**src/rtl/csa_pkg.sv**
```systemverilog
// Shared types and helpers for the carry-save accumulator: FSM states,
// default geometry, and the chunk-width sanity check used at elaboration.
package csa_pkg;

  typedef enum logic [1:0] {
    S_ACC     = 2'd0,
    S_RESOLVE = 2'd1,
    S_OUT     = 2'd2
  } state_t;

  localparam int W_DEF     = 24;
  localparam int CW_DEF    = 8;
  localparam int CHUNK_DEF = 8;
  localparam int A         = W_DEF + CW_DEF;
  localparam int NCH       = A / CHUNK_DEF;

  function automatic bit width_ok(input int a_w, input int chunk_w);
    return (chunk_w > 0) && ((a_w % chunk_w) == 0);
  endfunction

endpackage

```
**src/rtl/csa_row.sv**
```systemverilog
// One row of 3:2 compressors: bitwise sum plus the majority carry shifted
// up one place. The carry out of the top bit is intentionally discarded.
module csa_row #(
  parameter int A = 32
) (
  input  logic [A-1:0] a,
  input  logic [A-1:0] b,
  input  logic [A-1:0] c,
  output logic [A-1:0] ps,
  output logic [A-1:0] cs
);

  logic [A-2:0] w_maj;

  always_comb begin
    ps    = a ^ b ^ c;
    w_maj = (a[A-2:0] & b[A-2:0]) | (a[A-2:0] & c[A-2:0]) | (b[A-2:0] & c[A-2:0]);
    cs    = {w_maj, 1'b0};
  end

endmodule

```
**src/rtl/csa_accum.sv**
```systemverilog
// Streaming packet accumulator: operands fold into a redundant sum/carry pair
// in ACC, then a CHUNK-bit ripple resolves the pair over NCH cycles.
//
// state     | meaning
// S_ACC     | accepting operands, compressing into r_s/r_c
// S_RESOLVE | adding slice r_k of r_s + r_c with carry r_cy into r_res
// S_OUT     | result presented, waiting for out_ready
module csa_accum
  import csa_pkg::*;
#(
  parameter int W     = W_DEF,
  parameter int CW    = CW_DEF,
  parameter int CHUNK = CHUNK_DEF
) (
  input  logic              clk,
  input  logic              rst,
  input  logic              in_valid,
  output logic              in_ready,
  input  logic [W-1:0]      in_data,
  input  logic              in_last,
  output logic              out_valid,
  input  logic              out_ready,
  output logic [W+CW-1:0]   out_data,
  output logic [CW:0]       out_count,
  output logic              out_ovf
);

  localparam int AW = W + CW;
  localparam int NC = AW / CHUNK;
  localparam int KW = (NC > 1) ? $clog2(NC) : 1;
  localparam logic [CW:0]   CNT_MAX = '1;
  localparam logic [CW:0]   OVF_AT  = (CW+1)'((1 << CW) + 1);
  localparam logic [KW-1:0] K_LAST  = KW'(NC - 1);

  if (!width_ok(AW, CHUNK)) begin : g_bad_chunk
    $error("csa_accum: accumulator width must be a multiple of CHUNK");
  end

  state_t          r_state;
  logic [AW-1:0]   r_s;
  logic [AW-1:0]   r_c;
  logic [AW-1:0]   r_res;
  logic [CW:0]     r_count;
  logic [KW-1:0]   r_k;
  logic            r_cy;
  logic            r_ovf;
  logic            r_in_ready;
  logic            r_out_valid;

  logic [AW-1:0]   w_x;
  logic [AW-1:0]   w_ps;
  logic [AW-1:0]   w_cs;
  logic [CHUNK:0]  w_sum;
  logic [CW:0]     w_cnt_next;

  csa_row #(.A(AW)) u_row (
    .a  (r_s),
    .b  (r_c),
    .c  (w_x),
    .ps (w_ps),
    .cs (w_cs)
  );

  always_comb begin
    w_x        = {{CW{1'b0}}, in_data};
    w_sum      = {1'b0, r_s[r_k*CHUNK +: CHUNK]} + {1'b0, r_c[r_k*CHUNK +: CHUNK]}
               + {{CHUNK{1'b0}}, r_cy};
    w_cnt_next = (r_count == CNT_MAX) ? r_count : r_count + 1'b1;
  end

  always_ff @(posedge clk) begin
    if (rst) begin
      r_state     <= S_ACC;
      r_s         <= '0;
      r_c         <= '0;
      r_res       <= '0;
      r_count     <= '0;
      r_k         <= '0;
      r_cy        <= 1'b0;
      r_ovf       <= 1'b0;
      r_in_ready  <= 1'b1;
      r_out_valid <= 1'b0;
    end else begin
      case (r_state)
        S_ACC: begin
          if (in_valid && r_in_ready) begin
            r_s     <= w_ps;
            r_c     <= w_cs;
            r_count <= w_cnt_next;
            // sticky once the packet exceeds the exact-sum operand budget
            if (w_cnt_next >= OVF_AT) r_ovf <= 1'b1;
            if (in_last) begin
              r_state    <= S_RESOLVE;
              r_k        <= '0;
              r_cy       <= 1'b0;
              r_in_ready <= 1'b0;
            end
          end
        end
        S_RESOLVE: begin
          r_res[r_k*CHUNK +: CHUNK] <= w_sum[CHUNK-1:0];
          r_cy                      <= w_sum[CHUNK];
          r_k                       <= r_k + 1'b1;
          if (r_k == K_LAST) begin
            r_state     <= S_OUT;
            r_out_valid <= 1'b1;
          end
        end
        S_OUT: begin
          if (out_ready) begin
            r_s         <= '0;
            r_c         <= '0;
            r_count     <= '0;
            r_ovf       <= 1'b0;
            r_state     <= S_ACC;
            r_out_valid <= 1'b0;
            r_in_ready  <= 1'b1;
          end
        end
        default: begin
          r_state     <= S_ACC;
          r_in_ready  <= 1'b1;
          r_out_valid <= 1'b0;
        end
      endcase
    end
  end

  assign in_ready  = r_in_ready;
  assign out_valid = r_out_valid;
  assign out_data  = r_res;
  assign out_count = r_count;
  assign out_ovf   = r_ovf;

endmodule

```
**config.mk**
```make
export PLATFORM = sky130hd
export DESIGN_NAME = csa_accum
export DESIGN_NICKNAME = d
export VERILOG_FILES = /design/src/rtl/csa_pkg.sv /design/src/rtl/csa_row.sv /design/src/rtl/csa_accum.sv
export SDC_FILE = /design/constraint.sdc
export NUM_CORES = 1
export LEC_CHECK = 0
export CORE_MARGIN = 3
export CORE_UTILIZATION = 40
export DETAILED_ROUTE_END_ITERATION = 12
export SLEW_MARGIN = 20
export SYNTH_ARGS = -nofsm -noshare
export SYNTH_HDL_FRONTEND = slang
export SYNTH_SLANG_ARGS = --single-unit
```
**constraint.sdc**
```tcl
create_clock -name clk -period 9.58 [get_ports clk]
set_input_delay 2.395 -clock clk [delete_from_list [all_inputs] [get_ports clk]]
set_output_delay 2.395 -clock clk [all_outputs]
set_load 0.02 [all_outputs]
```
==> implementation parameters <==
Parameter                              Value

Logic synthesis
  Yosys warning total ... 0
  Share of Yosys cell area claimed by the top area cell type ... 40.7%
  Net count after synthesis ... 622
  Cells after synthesis ... 546
  Synth Area per Inst ... 10.1 µm²
  Number of flip-flops and latches in the synthesized netlist ... 112
  Most used flip-flop cell after synthesis ... dfxtp_1
  Sequential fraction of the synthesis area ... 40.7%
  Share of flip-flops with an asynchronous set or reset after synthesis ... 0%
  Number of distinct library cells after synthesis ... 55
  Area of the mapped netlist ... 0.00551 mm²
  Number of enable flip-flop cells after synthesis ... 0
  Biggest area consumer among synthesized cells ... dfxtp_1
  Most area-consuming cells after synthesis ... dfxtp_1, a22oi_1, fa_1

Floorplanning
  Die ar. ... 0.0152 mm²
  Die Width ... 123 µm
  Row count ... 42
  Count of pins on the block boundary ... 73
  Placeable core region ... 0.0133 mm²
  DIE HEIGHT ... 123 µm
  Initial standard-cell utilization of the core ... 41.3%

Pwr
  Worst VDD drop ... 86.2 µV
  Internal power of the cells ... 741 µW
  Part of the power in combinational logic ... 13.7%
  Net Sw Power ... 275 µW
  Share of total power in sequential cells ... 49.0%
  Net switching share of the total power ... 27.0%
  Pleak ... 2.46 nW
  Power density relative to cell area ... 153 mW/mm²
  Clock network fraction of total power ... 37.3%

Timing
  Accumulated negative setup slack ... 0 ps
  Final hold violation count ... 0
  Final WS setup ... 5160 ps
  Max Clock Skew ... 8.24 ps
  Max Freq ... 226 MHz
  # setup viols final ... 0
  Headroom to the max-slew limit ... 26.2%
  Slew at the pin closest to its max-slew limit ... 1110 ps
  Slew Limit Fails ... 0
  Fraction of the cycle the final worst path needs ... 46.2%
  Final period demand of the worst path ... 4420 ps
  Setup repair after global routing missed its margin ... false

GRT
  Via count of the first global-routing pass ... 4,170
  Number of antenna violations at the first check in global routing ... 0
  Gr ovfl total ... 0
  Pin count of the biggest net entering global routing ... 105
  Wire length of the first global-routing pass ... 21,200 µm
  Overall track demand over capacity in global routing ... 17.6%

Layout
  Antenna diode count ... 0
  Layout cell share with drive strength beyond 1 ... 8.67%
  Final-stage net count ... 671
  Area growth, synth to finish ... 20.2%
  Commonest cells after routing, fill and taps aside ... dfxtp_1, nor2_1, a22oi_1
  Most common cell after layout, fill and taps aside ... dfxtp_1
  Design area ... 0.00662 mm²

Worst setup path
  Delay of the slowest critical-path stage ... 770 ps
  Required arrival time at the worst endpoint ... 9830 ps
  Slowest CP cell ... buf_4
  Type of element launching the critical path ... primary input
  Classification of the worst setup path ... primary input to flop
  Cell-by-cell listing of the critical path ... buf_2, buf_4, clkinv_1, nand2_1, nor4_1, a311o_1
  Max FO, Critical Path ... 104
  Buffering stage count on the worst path with inverters included ... 3
  Endpoint arrival time on the critical path ... 4670 ps
  Kind of cell with the highest combined delay on the critical path ... buffers and inverters
  Endpoint kind of the worst setup timing path ... flop

Flow run
  Max capacitance violation total ... 0

Placed design
  Post-Place Setup Slack ... 4830 ps
  Placed wire-length estimate ... 8950 µm
  Final estimated routing congestion in global placement ... 0.804
  Placed inst area ... 0.00633 mm²
  PortBufs ... 72

Clock tree
  Post-CTS Hold Fix Bufs ... 0
  Number of buffers created by CTS ... 9
  Clock sinks ... 112
  Clock Tree Buf Depth ... 2
  Number of buffers inserted by post-CTS setup repair ... 0
  Level count of the clock H-tree ... 3
  CTS tree ... built
  Post-cts resize count ... 0
  Clock transition at the registers of the reported paths ... 70 ps
  Skew-Pair Late Insertion Delay ... 360 ps
  Master cell of the clock root buffer ... clkbuf_16

Route
  Number of design-rule violations left by the first detailed-router iteration ... 445
  Routed WL ... 12,900 µm
  Via-to-Cell Ratio ... 5.66
  Detailed-route wire length per cell ... 16.7 µm
  Number of search-and-repair iterations in the first detailed-routing pass ... 4
  Total via count in the routed design ... 4,391
  Residual DRC count ... 0
  Remaining number of nets flagged by the antenna check after routing ... 0

Outcome
  Result of the run ... completed

Worst hold path
  HP Class ... flop to flop
per-layer routing:
metal	up-vias	track usage, %	wire length (µm)
li1	2107	-	-
met4	0	3.81	133
met3	11	4.89	659
met2	124	27.9	6030
met1	2149	24.2	6100
met5	-	0	0
cell usage after synthesis (all sizes together), types with 4 or more instances:
| library cell | n |
|---|---|
| dfxtp | 112 |
| nor2 | 104 |
| a22oi | 82 |
| clkbuf | 29 |
| a21oi | 25 |
| fa | 25 |
| ha | 22 |
| mux4 | 15 |
| nand2 | 15 |
| nand3 | 15 |
| o21ai | 12 |
| buf | 10 |
| nor3 | 10 |
| a32o | 8 |
| a31oi | 5 |
| inv | 5 |
| o211ai | 5 |
| a211oi | 4 |
| xnor2 | 4 |
through the flow:
step                      utilization [%]  hold slack, ps  instances  total power [mW]
after global routing                 49.6             502        776              1.07
after CTS                            49.6             476        776              1.03
final                                49.6             473        776              1.02
after global placement               47.4             453        760             0.645
after floorplan                         -             474        546             0.601
after detailed placement             47.4             458        760             0.648
cell families after synthesis:
| family | Yosys count | synth area share, % |
|---|---|---|
| muxes | 17 | 6.52 |
| xor gates and xnor gates | 6 | 0.953 |
| AOI/OAI and AO/OA | 158 | 20.5 |
| and+or+nand+nor | 161 | 13.9 |
| adders and majority gates | 47 | 14.1 |
| DFF | 112 | 40.7 |
| buffers and inverters | 45 | 3.43 |
power by group through the flow:
| stage | sequential [mW] | combinational [mW] | clock, mW |
|---|---|---|---|
| 4_1_cts | 0.498 | 0.141 | 0.389 |
| 3_5_place_dp | 0.509 | 0.139 | 0 |
| 5_1_grt | 0.501 | 0.156 | 0.410 |
| 3_3_place_gp | 0.508 | 0.137 | 0 |
| 2_1_floorplan | 0.505 | 0.0968 | 0 |
| 6_report | 0.498 | 0.139 | 0.379 |
cell type report:
type,instances,area [µm²]
sequential,112,2240
multi-input combinational,389,3090
clock inverter,7,71.3
clock buffer,9,225
fill,1264,6730
inverter,6,22.5
tap,176,220
timing repair buffer,77,753
path summary, 6_finish.rpt:
kind	slack, ps	cells after the start	endpoint	from
worst min register to register	470	1	out_data[13]$_SDFFE_PP0P_	out_data[13]$_SDFFE_PP0P_
worst max register to register	6140	10	out_data[6]$_SDFFE_PP0P_	r_k[0]$_SDFFE_PP0P_
worst max-delay path	5160	6	out_data[15]$_SDFFE_PP0P_	rst
worst min-delay path	470	1	out_data[13]$_SDFFE_PP0P_	out_data[13]$_SDFFE_PP0P_
flip-flops by register name, indices dropped and copies added, names as in the netlist:
name and cells:
r_k 2, out_data 32, r_c 31, in_ready 1, r_state 2, out_count 9, out_ovf 1, r_s 32
out_valid 1, r_cy 1
worst reg2reg max path, delay by kind of cell (launching register included):
| family | cells | cell delay [ps] |
|---|---|---|
| AOI/OAI and AO/OA | 5 | 1040 |
| and+or+nand+nor | 1 | 120 |
| buffers and inverters | 1 | 310 |
| DFF | 1 | 750 |
| adders and majority gates | 2 | 890 |
| xor gates and xnor gates | 1 | 230 |
Note: power is estimated with default switching activity, not from simulation.
